## config.mk

```make
export PLATFORM = sky130hd
export DESIGN_NAME = mem_wait_responder
export DESIGN_NICKNAME = d
export VERILOG_FILES = /design/src/rtl/mem_wait_responder.sv
export SDC_FILE = /design/constraint.sdc
export NUM_CORES = 1
export LEC_CHECK = 0
export BUFFER_PORTS_ARGS = -buffer_cell sky130_fd_sc_hd__buf_2
export CAP_MARGIN = 20
export CORE_ASPECT_RATIO = 1.25
export CORE_MARGIN = 1
export CORE_UTILIZATION = 30
export CTS_CLUSTER_SIZE = 25
export DETAILED_ROUTE_END_ITERATION = 16
export GPL_TIMING_DRIVEN = 1
export PLACE_DENSITY = 0.44
export SETUP_SLACK_MARGIN = 0.5
export SYNTH_ARGS = -nofsm -noshare
export SYNTH_HDL_FRONTEND = slang
export SYNTH_SLANG_ARGS = --single-unit
```

## constraint.sdc

```tcl
create_clock -name clk -period 5.6 [get_ports clk]
set_clock_uncertainty 0.1 [all_clocks]
set_input_delay 0.28 -clock clk [delete_from_list [all_inputs] [get_ports clk]]
set_output_delay 0.28 -clock clk [all_outputs]
set_load 0.005 [all_outputs]
```

## src/rtl/mem_wait_responder.sv

```systemverilog
// mem_wait_responder: slow-memory stand-in answering oe/we strobes with programmable wait states and a one-cycle rdy
//   clk           rising-edge system clock
//   reset         asynchronous active-low reset; clears FSM, outputs and the whole word array
//   oe / we       read / write strobes from the controller
//   addr / wdata  word address and write data, captured when a request is accepted
//   rdata         registered read data, loaded on the edge entering ACK and held afterwards
//   rdy           one-cycle access-complete pulse
//   err           sticky flag: oe and we sampled high together while idle
//   present_state FSM state (IDLE=0, WAIT=1, ACK=2, RECOVER=3)
module mem_wait_responder #(
    parameter int ADDR_W      = 4,
    parameter int DATA_W      = 8,
    parameter int WAIT_CYCLES = 2
) (
    input  logic              clk,
    input  logic              reset,
    input  logic              oe,
    input  logic              we,
    input  logic [ADDR_W-1:0] addr,
    input  logic [DATA_W-1:0] wdata,
    output logic [DATA_W-1:0] rdata,
    output logic              rdy,
    output logic              err,
    output logic [1:0]        present_state
);
    typedef enum logic [1:0] {IDLE, WAIT, ACK, RECOVER} state_t;
    localparam int DEPTH = 2 ** ADDR_W;
    localparam logic [3:0] LAST = 4'(WAIT_CYCLES == 0 ? 0 : WAIT_CYCLES - 1);

    state_t            state_q, state_d;
    logic [3:0]        cnt_q, cnt_d;
    logic [ADDR_W-1:0] addr_q, addr_d;
    logic [DATA_W-1:0] wdata_q, wdata_d;
    logic [DATA_W-1:0] rdata_q, rdata_d;
    logic              rd_q, rd_d;
    logic              rdy_q, rdy_d;
    logic              err_q, err_d;
    logic [DATA_W-1:0] mem_q [DEPTH];
    logic [DATA_W-1:0] mem_d [DEPTH];

    always_comb begin
        state_d = state_q;
        cnt_d   = cnt_q;
        addr_d  = addr_q;
        wdata_d = wdata_q;
        rd_d    = rd_q;
        err_d   = err_q;
        rdata_d = rdata_q;
        mem_d   = mem_q;
        case (state_q)
            IDLE: begin
                if (oe && we) begin
                    err_d = 1'b1;
                end else if (oe || we) begin
                    addr_d  = addr;
                    wdata_d = wdata;
                    rd_d    = oe;
                    cnt_d   = '0;
                    state_d = WAIT_CYCLES == 0 ? ACK : WAIT;
                end
            end
            WAIT: begin
                cnt_d = cnt_q + 4'd1;
                // abort takes priority: a dropped strobe cancels even on the last wait cycle
                if (rd_q ? !oe : !we) state_d = IDLE;
                else if (cnt_q == LAST) state_d = ACK;
            end
            ACK:     state_d = (oe || we) ? RECOVER : IDLE;
            default: state_d = (oe || we) ? RECOVER : IDLE;
        endcase
        // ACK is only ever entered from IDLE or WAIT, so this is the entry edge;
        // the _d copies already hold the live addr/wdata when WAIT_CYCLES=0
        rdy_d = state_d == ACK;
        if (rdy_d) begin
            if (rd_d) rdata_d = mem_q[addr_d];
            else mem_d[addr_d] = wdata_d;
        end
    end

    always_ff @(posedge clk or negedge reset) begin
        if (!reset) begin
            state_q <= IDLE;
            cnt_q   <= '0;
            addr_q  <= '0;
            wdata_q <= '0;
            rd_q    <= 1'b0;
            rdata_q <= '0;
            rdy_q   <= 1'b0;
            err_q   <= 1'b0;
            mem_q   <= '{default: '0};
        end else begin
            state_q <= state_d;
            cnt_q   <= cnt_d;
            addr_q  <= addr_d;
            wdata_q <= wdata_d;
            rd_q    <= rd_d;
            rdata_q <= rdata_d;
            rdy_q   <= rdy_d;
            err_q   <= err_d;
            mem_q   <= mem_d;
        end
    end

    assign rdata         = rdata_q;
    assign rdy           = rdy_q;
    assign err           = err_q;
    assign present_state = state_q;
endmodule

```

## Yosys cells after proc, flatten, opt, wreduce, memory -nomap -nowiden

Cells that the tools add are included.

- Add/subtract/negate cells: 1
- $mul: 0
- Div/mod/pow operators: 0
- Magnitude comparators: 2
- Equal/unequal tests: 5
- Shifts and indexed selects: 0
- Mux-type cells: 25
- Bitwise logic cells: 2
- Reduce and logical (&&, ||, !) cells: 11

Operators with widths:

| kind | count |
|---|---|
| bitwise mux 128 bit | 1 |
| two-way mux 8 bit | 6 |
| binary-select mux 8 bit (select 4 bit) | 1 |
| demux 8 bit (select 4 bit) | 1 |
| two-way mux 4 bit | 5 |
| two-way mux 2 bit | 5 |
| case mux 4 bit (2 select lines) | 1 |
| AND reduction 2 bit | 3 |
| greater-or-equal comparator 5 bit, second input constant | 1 |
| < comparator 5 x 1 -> 1 bit, second input constant | 1 |
| NOT 4 -> 5 bit | 1 |
| adder 4 x 1 -> 4 bit, second input constant | 1 |
| == test 4 x 1 -> 1 bit, second input constant | 1 |
| two-way mux 1 bit | 4 |
| inequality test 2 bit, second input constant | 2 |
| case mux 2 bit (2 select lines) | 1 |
| AND reduction 3 bit | 1 |
| == test 2 x 1 -> 1 bit, second input constant | 1 |
| == test 2 bit, second input constant | 1 |
| logical AND 1 bit | 2 |
| zero test 1 bit | 2 |
| zero test 2 bit | 1 |
| nonzero test 2 bit | 1 |
| logical OR 1 bit | 1 |
| NOT 1 bit | 1 |

- Bits in registers: 157
- Latch bits: 0
- Bits in writable memories: 0
- Bits in read-only memories: 0
- Output and inout port bits: 12
- Memories kept: 0

## Depth between registers and ports, before layout

Gate-level depths: netlist of run 1.

- Depth after elaboration: 10
- Depth in mapped cells: 11

## Least setup slack after synthesis of run 1

Ideal clock, no wire load.

- Path kind: reg2reg
- Start point: register state_q[1] (netlist: present_state[1])
- End point: register mem_q[66] (netlist bit)
- Library setup time: 136 ps
- Arrival: 2149 ps
- Path slack: 3215 ps
- Stages on the path, launching flop included: 8
- Buffers on the path: 3
- Clock period less this slack: 2385 ps
- Path through: dfrtp_1 -> or2_1 -> buf_6 -> nor2_4 -> buf_2 -> mux2i_1 -> clkbuf_1 -> o21ai_0

- Longest elaborated chain between the ends: 8

RTL lines:

| element | RTL line | RTL |
|---|---|---|
| start: declaration | 30 | `state_t state_q, state_d;` |
| start signal: assignment | 92 | `state_q <= state_d;` |
| zero test 2 bit | 50 | `case (state_q)` |
| two-way mux 4 bit | 50 |  |
| NOT 4 -> 5 bit (not written as such) | 76 | `else mem_d[addr_d] = wdata_d;` |
| greater-or-equal comparator 5 bit (not written as such) or < comparator 5 x 1 -> 1 bit (tied branches) | 76 |  |
| logical AND 1 bit (not written as such) | 76 |  |
| two-way mux 8 bit (not written as such) | 76 |  |
| demux 8 bit (select 4 bit) | 76 |  |
| bitwise mux 128 bit | 76 |  |
| end signal: assignment | 100 | `mem_q <= mem_d;` |
| end: declaration | 38 | `logic [DATA_W-1:0] mem_q [DEPTH];` |

Parallel ways exist; a longest one is shown, timed or not.
A chain may end at the register's enable or synchronous reset.

## Worst setup path in the final report of run 1

- Start point: register state_q[1] (netlist: present_state[1])
- End point: register rdata_q[1] (netlist: rdata[1])

- Longest elaborated chain between the ends: 6

RTL lines:

| element | RTL line | RTL |
|---|---|---|
| zero test 2 bit | 50 |  |
| two-way mux 4 bit | 50 |  |
| NOT 4 -> 5 bit (not written as such) | 75 | `if (rd_d) rdata_d = mem_q[addr_d];` |
| binary-select mux 8 bit (select 4 bit) | 75 |  |
| two-way mux 8 bit (not written as such) (2 in series) | 75 |  |
| end signal: assignment | 97 | `rdata_q <= rdata_d;` |
| end: declaration | 34 | `logic [DATA_W-1:0] rdata_q, rdata_d;` |

Parallel ways exist; a longest one is shown, timed or not. The select of a mux whose other input is x is not followed.

==> out/qor.yml, run 1 <==
synthTopCellsByArea: "dfrtp_1, nand2_1, o21ai_0"
grt_start_max_net_pins: 92
cts_tree: "built"
overflow: 0
fmax_mhz: 262
whs_ns: 0.0269
critPathMaxFanout: 68
max_cap_violations: 0
core_area_um2: 24700
root_buffer: "clkbuf_16"
portBuffers: 27
outcome: "completed"
rr_worst_depth: 8
yosysMostFrequentCell: "nand2_1"
finalSetupViolations: 0
synth.distinct_cells: 59
area_growth_pct: 12.8
grt_pass1_vias: 5576
row_count: 64
cp.arrival_ns: 4.01
period_share_pct: 68.3
cts_hold_buffers: 2
worstReg2RegEnd: "rdata[1]"
synth_edf_count: 0
antenna_left: 0
syn-num-nets: 798
fin_util_pct: 34.8
dieArea_um2: 26100
cts_setup_buffers: 0
clk_pin_slew_ns: 0.06
endpoint: "rdata[1]"
gp_congestion: 0.778
grt.busiest_layer: "met2"
cts_made_buffers: 17
multi_input_area_um2: 3350
finalSetupTns_ns: 0
first_pass_iters: 5
rrSetupSlack_ns: 1.78
vdd_drop_max_v: 0.000238
antenna_cells: 0
fillers: 2504
post_drt_wl_per_cell_um: 19.3
die_h_um: 180
critPathRequiredTime_ns: 5.79
wl_mm: 21.6
startpoint_type: "flip-flop"
power_leakage_nw: 3.81
rsz0062_at_grt: "no"
postSynthCellCount: 780
hold_depth: 3
ff_latch_area_um2: 3930
synth_seq_area_share_pct: 51.4
antenna_found_initial: 0
max_slew_margin_pct: 28.0
dpl.hpwl_mm: 13.8
die_w_um: 145
end_kind: "flip-flop"
cts_buffer_depth: 2
synth_commonest_cells: "nand2_1, dfrtp_1, o21ai_0, o21ai_1, and3_1"
worstHoldPathType: "input pin to flip-flop"
ctsResizeCount: 0
track_usage_pct: 17.8
drtIter0Drc: 350
htree_num_levels: 4
report.final.slew_viol_count: 0
vias: 5712
async_flop_share_pct: 100
yosysWarningCount: 0
use_met2_pct: 29.1
avgSynthCellArea_um2: 9.80
drive_gt1_share_pct: 13.3
hold_viol: 0
startpoint: "present_state[1]"
drcViolationCount: 0
fin_nets: 797
ys.flop_type: "dfrtp_1"
timing.rr.start: "present_state[1]"
grt_pass1_wl_mm: 34.0
synth_area_leader_cell: "dfrtp_1"
syn_area_um2: 7640
clock_sink_count: 157
period_needed_ns: 3.82
clk_latency_ns: 0.42
vias_per_cell: 5.11
worst_pin_slew_ns: 1.08
p_per_area_nw_per_um2: 507
use_met1_pct: 24.0
synth_seq_cells: 157
synth_top_area_share_pct: 51.4
ios: 28
grt_use_met3_pct: 2.74
initial_core_util_pct: 30.9
path_class: "flip-flop to flip-flop"
-- flip-flops by register name, summed over array words and instances, names as in the netlist, 2 cells and up --
register / flops
mem_q: 128
present_state: 2
rdata: 8
wdata_q: 8
addr_q: 4
cnt_q: 4
-- cell families (layout without fill, tap and decap cells) --
logic type	after synthesis	in the layout	synth area share, %
buffers and inverters	74	82	5.04
adders and majority gates	2	2	0.327
muxes	19	19	2.59
AOI/OAI and AO/OA	262	262	22.6
and+or+nand+nor	263	263	17.3
xor gates and xnor gates	3	3	0.688
DFF	157	157	51.4
-- worst min-delay path by stage --
stage / to / from / slack [ns]
2_1_floorplan: addr_q[0] / reset / -0.12
3_3_place_gp: cnt_q[2] / reset / 0.33
3_5_place_dp: cnt_q[0] / reset / 0.34
4_1_cts: addr_q[3] / addr[3] / 0.01
5_1_grt: addr_q[2] / addr[2] / 0.03
6_report: addr_q[3] / addr[3] / 0.03
-- metrics by stage --
step	std cells	total power [W]	cell area, µm²	worst slack (ns)
finish	1118	0.00437	8620	1.78
global route	1118	0.00465	8620	1.47
floorplan	780	0.00265	7640	3.21
CTS	1118	0.00443	8620	1.73
global placement	1087	0.00315	7980	1.86
detailed placement	1088	0.00318	7980	1.74
-- routing by layer --
layer / vias to the layer above / wire [µm]
met2: 112 / 10600
met4: 0 / 354
met3: 21 / 746
li1: 2800 / -
met1: 2779 / 9900
met5: - / 0
-- layout by cell type (no fill, tap or decap), types with 3 or more instances in the layout --
cell type	n
a211oi_1	17
a211oi_2	6
a21boi_0	24
a21oi_1	4
a22oi_1	4
a311oi_1	3
a31oi_1	5
and3_1	45
buf_2	26
buf_4	14
bufinv_16	4
clkbuf_16	17
clkbuf_8	4
dfrtp_1	157
inv_1	9
mux2i_1	14
nand2_1	160
nand2b_1	13
nand3_1	4
nand4_1	8
nand4_2	6
nand4_4	4
nor2_1	11
o211a_1	6
o211ai_1	28
o21ai_0	75
o21ai_1	62
o311a_1	4
o311ai_1	3
o32a_1	3
-- where the power goes --
group	switching [W]	internal, W	leakage, nW
sequential	0.000185	0.00140	2.12
combinational	0.00109	0.000459	1.39
clock	0.000449	0.000782	0.303
total	0.00173	0.00264	3.81
-- layout make-up --
type                    count  area share (%)
clock buffers              21            5.57
clock inverters             7            1.60
multi-input cells         549            38.8
flip-flops and latches    157            45.6
repair buffers             43            3.09
inverters                  11           0.566
well taps                 330            4.79
-- worst max-delay path, stage by stage, from the launching register on --
cell and delay, ns:
dfrtp_1 0.43, or2_1 0.41, o21ai_4 0.20, buf_4 0.49, and2_1 0.76, inv_6 0.38, mux2_4 0.39, a2111oi_2 0.37
a31oi_1 0.12
(Power assumes the default switching activity.)
==> inputs of run 2 (changes only) <==
Clock period 5.6 ns to 3.83 ns, I/O delays scaled along.
==> run 2 against run 1 <==
Compared with the run above:
- via count up 0.67%
- design area about the same
- die area unchanged
- combinational power up 48%
- worst hold slack better by 0.043 ns
- sequential power up 45%
- register-to-register slack worse by 0.87 ns
- critical endpoint unchanged
==> out/qor.yml, run 2 (synthesis results as in run 1) <==
outcome: "completed"
portBuffers: 27
row_count: 64
p_int_w: 0.00361
max_cap_violations: 0
ios: 28
initial_core_util_pct: 30.9
overflow: 0
timing.rr.start: "present_state[1]"
root_buffer: "clkbuf_16"
grt_pass1_vias: 5828
top_register: "mem_q"
p_per_area_nw_per_um2: 713
antenna_cells: 0
dieArea_um2: 26100
cts_buffer_depth: 2
antenna_found_initial: 0
clk_pin_slew_ns: 0.06
clk_latency_ns: 0.42
critPathMaxFanout: 67
period_needed_ns: 2.92
p_total_w: 0.00615
dpl-instance-area_um2: 8050
drive_gt1_share_pct: 14.1
finalSetupViolations: 0
multi_input_area_um2: 3340
cts_tree: "built"
htree_num_levels: 4
first_pass_iters: 5
startpoint_type: "flip-flop"
drtIter0Drc: 262
min_from: "we"
grt_start_max_net_pins: 98
drcViolationCount: 0
switching_power_w: 0.00253
fillers: 2543
wl_mm: 21.0
switching_share_pct: 41.2
fmax_mhz: 343
power_frac_seq_pct: 37.5
vias_per_cell: 5.08
area_growth_pct: 12.8
fin_util_pct: 34.9
period_share_pct: 76.2
layout_commonest_cell: "nand2_1"
worst_pin_slew_ns: 0.957
critPathRequiredTime_ns: 4.01
fin_ws_ns: 0.911
ff_latch_area_um2: 3930
rrSetupSlack_ns: 0.91
grt_pass1_wl_mm: 34.2
worstHoldPathType: "input pin to flip-flop"
combPwrFrac_pct: 37.2
post_drt_wl_per_cell_um: 18.5
fin_nets: 807
hold_viol: 0
cp.arrival_ns: 3.10
die_h_um: 180
antenna_left: 0
core_area_um2: 24700
crit_path_cell_trace: "or2_1, o21ai_4, buf_4, a21boi_0, o211a_1, a2111oi_2, a31oi_1"
max_slew_margin_pct: 36.2
gp_congestion: 0.772
largest_register_ffs: 128
ctsResizeCount: 0
path_class: "flip-flop to flip-flop"
slowest_delay_ns: 0.53
postLayoutCellArea_um2: 8620
dp_slack_ns: 0.703
report.final.slew_viol_count: 0
die_w_um: 145
power_leakage_nw: 3.82
crit_family: "compound AO/OA/AOI/OAI gates"
track_usage_pct: 17.5
clock_sink_count: 157
finalSetupTns_ns: 0
pwr-share-clk_pct: 25.2
crit_slowest_cell: "buf_4"
cts_setup_buffers: 0
vias: 5750
vdd_drop_max_v: 0.000341
mostFrequentLayoutCells: "nand2_1, dfrtp_1, o21ai_0"
cts_made_buffers: 17
startpoint: "present_state[1]"
end_kind: "flip-flop"
rsz0062_at_grt: "no"
crit_buf_inv: 1
dpl.hpwl_mm: 13.6
[run 2: cell types whose count changed in the layout (fill, tap and decap cells not counted), sizes merged]
cell         change
clkinv           +5
buf              +9
bufinv           -4
clkinvlp         +1
dlygate4sd3      +1
clkbuf           +1
[run 2: path summary, 6_finish.rpt]
kind,depth (start not counted),endpoint
min in group asynchronous,2,mem_q[98]
max in group asynchronous,3,mem_q[25]
min,2,rd_q
max,7,rdata[1]
max reg2reg,7,rdata[1]
min reg2reg,1,err
[run 2: area by class of cell]
class                           instances  area share [%]
Clock buffer                           22            5.50
Clock inverter                          9           0.754
Inverter                               11           0.566
Sequential cell                       157            45.6
Multi-Input combinational cell        549            38.7
Timing Repair Buffer                   53            4.13
Tap cell                              330            4.79
[run 2: per-stage QoR]
| step | std cells | hold WS [ns] |
|---|---|---|
| after CTS | 1130 | 0.0643 |
| after global routing | 1131 | 0.0998 |
| final | 1131 | 0.0699 |
| after detailed placement | 1096 | 0.280 |
| after global placement | 1096 | 0.259 |
| after floorplan | 780 | -0.204 |
[run 2: worst reg2reg max path, delay by kind of cell (launching register included)]
family / cells / cell delay (ns)
buf+inv: 1 / 0.53
flops: 1 / 0.44
simple gates: 1 / 0.42
compound gates: 5 / 1.31
[run 2: routing by layer]
layer  track usage (%)  up-vias  routed length (µm)
met3              3.06       24                 625
li1                  -     2809                   -
met2              27.1      101               10100
met4              6.74        0                 444
met5                 0        -                   0
met1              24.1     2816                9830
[run 2: timing repair]
action / CTS / global route
hold endpoints to repair: 98 / 0
hold buffers: 3 / 0
endpoints found under the setup margin: 0 / 0
[run 2: power groups by stage]
| stage | combinational [W] | sequential, W | clock (W) |
|---|---|---|---|
| detailed placement | 0.00230 | 0.00234 | 0 |
| global route | 0.00253 | 0.00236 | 0.00167 |
| finish | 0.00229 | 0.00231 | 0.00155 |
| CTS | 0.00231 | 0.00231 | 0.00160 |
| global placement | 0.00226 | 0.00232 | 0 |
| floorplan | 0.00163 | 0.00225 | 0 |
